`config.mk`:
```
export PLATFORM = sky130hd
export DESIGN_NAME = dom_and_nshare_flat
export DESIGN_NICKNAME = d
export VERILOG_FILES = /design/src/rtl/dom_and_nshare_if.sv /design/src/rtl/dom_and_nshare.sv /design/src/flat_wrapper.sv
export SDC_FILE = /design/constraint.sdc
export NUM_CORES = 1
export LEC_CHECK = 0
export ABC_AREA = 1
export CAP_MARGIN = 30
export CELL_PAD_IN_SITES_DETAIL_PLACEMENT = 0
export CELL_PAD_IN_SITES_GLOBAL_PLACEMENT = 1
export CORE_AREA = 8 8 45 47
export DETAILED_ROUTE_END_ITERATION = 8
export DIE_AREA = 0 0 53 55
export PLACE_DENSITY = 0.81
export SLEW_MARGIN = 0
export SYNTH_ARGS = -nofsm -noshare
export SYNTH_HDL_FRONTEND = slang
export SYNTH_SLANG_ARGS = --single-unit
```
`constraint.sdc`:
```
create_clock -name clk -period 2.3 [get_ports clk]
set_clock_uncertainty 0.1 [all_clocks]
set_input_delay 0.345 -clock clk [delete_from_list [all_inputs] [get_ports clk]]
set_output_delay 0.345 -clock clk [all_outputs]
set_load 0.05 [all_outputs]
```
`src/rtl/dom_and_nshare_if.sv`:
```
// Handshake bundle for the D-share DOM AND gadget: input shares, fresh
// randomness, and the masked product with valid/ready flow control.
interface dom_and_nshare_if #(
    parameter int D = 2
);
    localparam int RND = D * (D - 1) / 2;

    logic           in_valid;
    logic           in_ready;
    logic [D-1:0]   ina;
    logic [D-1:0]   inb;
    logic [RND-1:0] rin;
    logic           out_valid;
    logic           out_ready;
    logic [D-1:0]   out;
    logic           done;

    // Producer/consumer side that feeds operands and takes results
    modport master (
        output in_valid, ina, inb, rin, out_ready,
        input  in_ready, out_valid, out, done
    );

    // Gadget side
    modport slave (
        input  in_valid, ina, inb, rin, out_ready,
        output in_ready, out_valid, out, done
    );
endinterface

```
`src/rtl/dom_and_nshare.sv`:
```
// D-share domain-oriented masked AND gadget. Stage 1 registers the D*D
// partial products (cross terms blinded with fresh randomness), stage 2
// registers the per-domain XOR compression. Both stage boundaries are
// registers so glitches cannot combine shares across domains.
module dom_and_nshare #(
    parameter int D = 2
) (
    input  logic             clk,
    input  logic             rst,
    dom_and_nshare_if.slave  bus
);
    localparam int RND = D * (D - 1) / 2;

    // Cross-term registers must survive synthesis untouched: merging or
    // retiming them would reintroduce the glitch paths they exist to block.
    (* keep = "true", dont_touch = "true" *) logic [D-1:0][D-1:0] r_p;
    logic                r_v1;
    logic [D-1:0]        r_out;
    logic                r_outValid;
    logic                r_done;

    logic [D-1:0][D-1:0] w_pNext;
    logic [D-1:0]        w_comp;
    logic                w_s1Adv;
    logic                w_s2Adv;
    logic                w_inReady;

    // Partial products: diagonal terms stay inside their own domain, each
    // off-diagonal pair (i,j)/(j,i) shares one random bit so it cancels
    // when all output shares are XORed together.
    for (genvar gi = 0; gi < D; gi++) begin : gRow
        for (genvar gj = 0; gj < D; gj++) begin : gCol
            if (gi == gj) begin : gDiag
                assign w_pNext[gi][gj] = bus.ina[gi] & bus.inb[gi];
            end else begin : gCross
                localparam int LO = (gi < gj) ? gi : gj;
                localparam int HI = (gi < gj) ? gj : gi;
                localparam int K  = LO * D - LO * (LO + 1) / 2 + (HI - LO - 1);
                assign w_pNext[gi][gj] = (bus.ina[gi] & bus.inb[gj]) ^ bus.rin[K];
            end
        end
        assign w_comp[gi] = ^r_p[gi];
    end

    assign w_s2Adv   = !r_outValid || bus.out_ready;
    assign w_inReady = !r_v1 || w_s2Adv;
    assign w_s1Adv   = bus.in_valid && w_inReady;

    assign bus.in_ready  = w_inReady;
    assign bus.out_valid = r_outValid;
    assign bus.out       = r_out;
    assign bus.done      = r_done;

    // Stage 1: capture partial products only for accepted operands, and
    // track whether the stage holds a result not yet moved downstream.
    always_ff @(posedge clk or posedge rst) begin
        if (rst) begin
            r_p  <= '0;
            r_v1 <= 1'b0;
        end else begin
            if (w_s1Adv) begin
                r_p <= w_pNext;
            end
            if (w_s1Adv) begin
                r_v1 <= 1'b1;
            end else if (w_s2Adv) begin
                r_v1 <= 1'b0;
            end
        end
    end

    // Stage 2: compress each domain's row; shares are zeroed whenever the
    // output is not valid so stale masked data never sits on the bus.
    always_ff @(posedge clk or posedge rst) begin
        if (rst) begin
            r_out      <= '0;
            r_outValid <= 1'b0;
        end else if (w_s2Adv) begin
            if (r_v1) begin
                r_out      <= w_comp;
                r_outValid <= 1'b1;
            end else begin
                r_out      <= '0;
                r_outValid <= 1'b0;
            end
        end
    end

    // Completion pulse, one cycle after each output transfer
    always_ff @(posedge clk or posedge rst) begin
        if (rst) begin
            r_done <= 1'b0;
        end else begin
            r_done <= r_outValid && bus.out_ready;
        end
    end
endmodule

```
`src/flat_wrapper.sv`:
```
// flat-port wrapper written by rule: the top's interface ports become plain ports
module dom_and_nshare_flat 
#(
    parameter int D = 2
)
  (clk, rst, bus_in_valid, bus_ina, bus_inb, bus_rin, bus_out_ready, bus_in_ready, bus_out_valid, bus_out, bus_done);
  dom_and_nshare_if #(.D(D)) bus_i ();
  input  logic clk;
  input  logic rst;
  input wire logic [$bits(bus_i.in_valid)-1:0] bus_in_valid;
  input wire logic [$bits(bus_i.ina)-1:0] bus_ina;
  input wire logic [$bits(bus_i.inb)-1:0] bus_inb;
  input wire logic [$bits(bus_i.rin)-1:0] bus_rin;
  input wire logic [$bits(bus_i.out_ready)-1:0] bus_out_ready;
  output wire logic [$bits(bus_i.in_ready)-1:0] bus_in_ready;
  output wire logic [$bits(bus_i.out_valid)-1:0] bus_out_valid;
  output wire logic [$bits(bus_i.out)-1:0] bus_out;
  output wire logic [$bits(bus_i.done)-1:0] bus_done;
  assign bus_i.in_valid = bus_in_valid;
  assign bus_i.ina = bus_ina;
  assign bus_i.inb = bus_inb;
  assign bus_i.rin = bus_rin;
  assign bus_i.out_ready = bus_out_ready;
  assign bus_in_ready = bus_i.in_ready;
  assign bus_out_valid = bus_i.out_valid;
  assign bus_out = bus_i.out;
  assign bus_done = bus_i.done;
  dom_and_nshare #(.D(D)) u_core (.clk(clk), .rst(rst), .bus(bus_i));
endmodule
```
-- Word-level counts from Yosys, hierarchy flattened
Index checks and enable logic that the tools add are counted.
- bits in registers: 9
- input port bits: 9
- output and inout port bits: 5
- word-level logic and storage cells: 25
- mux-type cells: 4
- bitwise logic cells: 6
- reduce and logical (&&, ||, !) cells: 9
- operators by type and width (kind ; number):
    AND 1 bit ; 4
    parity 2 bit ; 2
    2-to-1 mux 1 bit ; 3
    logical AND 1 bit ; 2
    zero test 1 bit ; 2
    logical OR 1 bit ; 2
    2-to-1 mux 2 bit ; 1
    nonzero test 2 bit ; 1
    bitwise XOR 1 bit ; 2

-- Depth between registers and ports, before layout
- word-level depth: 5
- depth in mapped cells: 5
- mapped depth without buffers: 5

-- Least setup slack after synthesis
No wires, ideal clock.
- path type: reg2reg
- from: register u_core.r_outValid (netlist: u_core.bus.out_valid)
- to: register u_core.r_p[0] in the netlist's numbering
- library setup time: 76 ps
- data arrival time: 1252 ps
- required time: 2124 ps
- path slack: 872 ps
- cell stages (with the launch flop): 5
- buffers on the path: 0
- period minus slack after synthesis: 1428 ps
- cell sequence: dfrtp_1 > nand3_4 > nand2_4 > nand2_1 > o21ai_1
- longest elaborated chain between the ends: 4
- RTL lines (item ; RTL line ; source):
    start, declared ; dom_and_nshare.sv:19 ; logic r_outValid;
    start signal, assigned ; dom_and_nshare.sv:77 ; r_outValid <= 1'b0;
    start signal, assigned ; dom_and_nshare.sv:81 ; r_outValid <= 1'b1;
    start signal, assigned ; dom_and_nshare.sv:84 ; r_outValid <= 1'b0;
    zero test 1 bit ; dom_and_nshare.sv:45 ; assign w_s2Adv = !r_outValid || bus.out_ready;
    logical OR 1 bit ; dom_and_nshare.sv:45 ;
    logical OR 1 bit ; dom_and_nshare.sv:46 ; assign w_inReady = !r_v1 || w_s2Adv;
    net bus_in_ready ; flat_wrapper.sv:15 ; output wire logic [$bits(bus_i.in_ready)-1:0] bus_in_ready;
    logical AND 1 bit ; dom_and_nshare.sv:47 ; assign w_s1Adv = bus.in_valid && w_inReady;
    end signal, assigned ; dom_and_nshare.sv:62 ; r_p <= w_pNext;
    end, declared ; dom_and_nshare.sv:16 ; (* keep = "true", dont_touch = "true" *) logic [D-1:0][D-1:0] r_p;
The timed path passes the listed nets, and every way through them passes these cells.
A chain may end at the register's enable or synchronous reset.

-- Worst setup path in the final report
- from: register u_core.r_outValid (netlist: u_core.bus.out_valid)
- to: output port bus_out_valid
- RTL lines (item ; RTL line ; source):
    end, declared ; flat_wrapper.sv:16 ; output wire logic [$bits(bus_i.out_valid)-1:0] bus_out_valid;
No word-level cell between the ends.

==> impl_metrics.sql <==
INSERT INTO impl_metrics (metric_group, metric, value, unit) VALUES
('pwr', 'powerDensity', '819', 'nW/um^2'),
('clock_network', 'tritoncts_buffers', '3', ''),
('final_layout', 'antenna_cells_inserted', '0', ''),
('clock_network', 'clk-insertion-delay-late', '0.25', 'ns'),
('timing', 'fin_tns_setup', '0', 'ns'),
('outcome', 'status', 'finished, final reports clean', ''),
('placed_design', 'port-buffer-count', '13', ''),
('clock_network', 'tritoncts_clock_tree', 'built', ''),
('yosys', 'yosys_warnings', '0', ''),
('die', 'die_w', '53', 'um'),
('global_route', 'globalRouteTotalUtil', '0.0579', ''),
('global_route', 'grt_antenna_before_repair', '0', ''),
('placed_design', 'gp_congestion', '0.658', ''),
('yosys', 'synth_top_area_frac', '0.561', ''),
('die', 'floorplan.die.height', '55', 'um'),
('detailed_routing', 'ant_nets', '0', ''),
('setup_path', 'crit_end_category', 'output port', ''),
('setup_path', 'critical_path.slowest_cell', 'sky130_fd_sc_hd__clkdlybuf4s50_1', ''),
('hold_path', 'timing.hold.worst.class', 'in -> async', ''),
('detailed_routing', 'drt_pre_antenna_iters', '3', ''),
('placed_design', 'dp_cells', '74', ''),
('detailed_routing', 'drt_drc_violations_left', '0', ''),
('clock_network', 'count_of_buffers_added_by_post_cts_timing_repair_for_setup', '0', ''),
('setup_path', 'critPathLaunchType', 'flop', ''),
('timing', 'setup_repair_after_global_routing_missed_its_margin', 'no', ''),
('timing', 'fin_crit_sh', '0.841', ''),
('setup_path', 'worstPathCellList', 'clkdlybuf4s50_1', ''),
('detailed_routing', 'routed_wire_length_per_instance', '9.38', 'um'),
('yosys', 'seq_cells_post_synth', '9', ''),
('final_layout', 'layout.cell_area.non_filler', '588', 'sq um'),
('yosys', 'yosys_cell_types', '8', ''),
('die', 'initial_standard_cell_utilization_of_the_core', '0.290', ''),
('global_route', 'maximum_number_of_pins_on_one_net_before_global_route_repair', '10', ''),
('clock_network', 'clk_path_buf_depth', '2', ''),
('timing', 'post_layout_min_period', '1.93', 'ns'),
('timing', 'drv_slew', '0', ''),
('pwr', 'power.static_leakage', '0.285', 'nW'),
('die', 'num_rows', '14', ''),
('timing', 'final_hold_viol_count', '0', ''),
('detailed_routing', 'drt-vias-per-instance', '4.18', ''),
('timing', 'worst-slew-pin-transition', '0.493', 'ns'),
('pwr', 'vdd.ir_drop.worst', '0.255', 'mV'),
('setup_path', 'r2r_start', 'u_core.bus.out_valid', ''),
('final_layout', 'final_cells', '78', ''),
('yosys', 'async_flop_share', '1.00', ''),
('clock_network', 'cts_repair_resize_count', '0', ''),
('flow_run', 'timing.max_cap.violations', '0', ''),
('final_layout', 'fin_nets', '72', ''),
('clock_network', 'clock-root-buffer', 'sky130_fd_sc_hd__clkbuf_4', ''),
('detailed_routing', 'num_vias', '326', ''),
('clock_network', 'clock_edge_transition_at_the_registers_on_the_reported_setup_and_hold_paths', '0.06', 'ns'),
('clock_network', 'h-tree-depth', '1', ''),
('setup_path', 'crit_start', 'u_core.bus.out_valid', ''),
('final_layout', 'area_growth', '46.4', '%'),
('final_layout', 'final_layout_size_suffix_gt1_frac', '0.0968', ''),
('setup_path', 'worst_path_dominant_cell_family', 'buffers and inverters', ''),
('detailed_routing', 'drt_wl_total', '732', 'um'),
('global_route', 'grt_first_pass_wirelength', '1220', 'um'),
('yosys', 'ys_top_cells_by_count', '19 x sky130_fd_sc_hd__nand2_1, 9 x sky130_fd_sc_hd__dfrtp_1, 6 x sky130_fd_sc_hd__o21ai_1', ''),
('global_route', 'overall_overflow_remaining_after_global_route', '0', ''),
('final_layout', 'fin_util', '0.425', ''),
('yosys', 'synthesized_netlist_net_count', '54', ''),
('timing', 'max_slew_headroom', '0.670', ''),
('die', 'core_area', '1380', 'sq um'),
('placed_design', 'cell_area_after_placement', '562', 'sq um'),
('timing', 'count_of_final_setup_violators', '0', ''),
('clock_network', 'numClockSinks', '9', ''),
('yosys', 'synth.yosys.seq_area_share', '0.561', ''),
('yosys', 'synthesis.area', '402', 'sq um'),
('yosys', 'ys_dominant_reg_cell', 'sky130_fd_sc_hd__dfrtp_1', ''),
('yosys', 'netlist_instances', '45', '');
metal layers:
layer / track usage / up-vias / share of wire
met5: 0 / - / 0
met4: 0.0517 / 0 / 0
met3: 0.0267 / 0 / 0.11
met2: 0.0859 / 12 / 0.45
met1: 0.0608 / 140 / 0.44
li1: - / 174 / -
placed cells by master, fill, tap and decap left out:
| cell | netlist | layout |
|---|---|---|
| sky130_fd_sc_hd__buf_12 | 0 | 1 |
| sky130_fd_sc_hd__clkbuf_4 | 0 | 3 |
| sky130_fd_sc_hd__o21ai_1 | 6 | 6 |
| sky130_fd_sc_hd__nand2_4 | 1 | 1 |
| sky130_fd_sc_hd__clkdlybuf4s50_1 | 0 | 12 |
| sky130_fd_sc_hd__xnor2_1 | 2 | 2 |
| sky130_fd_sc_hd__nand3_4 | 1 | 1 |
| sky130_fd_sc_hd__nand2_1 | 19 | 19 |
| sky130_fd_sc_hd__clkbuf_1 | 0 | 1 |
| sky130_fd_sc_hd__dfrtp_1 | 9 | 9 |
| sky130_fd_sc_hd__nand3_1 | 2 | 2 |
| sky130_fd_sc_hd__inv_1 | 5 | 5 |
power by group:
| part | internal, mW | total, mW | leakage, nW | switching, mW |
|---|---|---|---|---|
| Sequential | 0.185 | 0.204 | 0.112 | 0.0186 |
| Clock | 0.0664 | 0.115 | 0.0150 | 0.0483 |
| Combinational | 0.0648 | 0.163 | 0.158 | 0.0983 |
kinds of logic after synthesis:
| group | synth area share |
|---|---|
| compound gates | 0.0748 |
| flops | 0.561 |
| simple gates | 0.274 |
| xor+xnor | 0.0436 |
| buf+inv | 0.0467 |
final cells by class:
cell class / count / area [sq um] / share of cell area
Clock buffer: 4 / 26.3 / 0.0447
Inverter: 5 / 18.8 / 0.0319
Multi-Input combinational cell: 31 / 158 / 0.268
Sequential cell: 9 / 225 / 0.383
Tap cell: 16 / 20.0 / 0.0340
Timing Repair Buffer: 13 / 140 / 0.238
state kept, by name, indices dropped and copies added (netlist names):
| register | cells |
|---|---|
| u_core.bus.done | 1 |
| u_core.r_p | 4 |
| u_core.r_v1 | 1 |
| u_core.bus.out | 2 |
| u_core.bus.out_valid | 1 |
path summary, 6_finish.rpt:
kind	end	slack, ns	depth (start not counted)
setup / recovery	bus_out_valid	0.37	1
hold / removal	u_core.bus.done	0.25	2
setup reg to reg	u_core.r_p[0]	1.32	4
hold reg to reg	u_core.bus.out[0]	0.39	2
max in group asynchronous	u_core.r_v1	1.61	2
min in group clk	u_core.bus.out[0]	0.39	2
stage by stage:
step                power, mW  hold WS, ns  setup slack, ns
floorplan               0.309       0.0729            0.872
CTS                     0.490        0.260            0.349
finish                  0.482        0.247            0.366
global placement        0.370        0.375            0.632
detailed placement      0.372        0.379            0.628
global route            0.511        0.285            0.330
No activity file was read; power rests on OpenSTA's default activity.
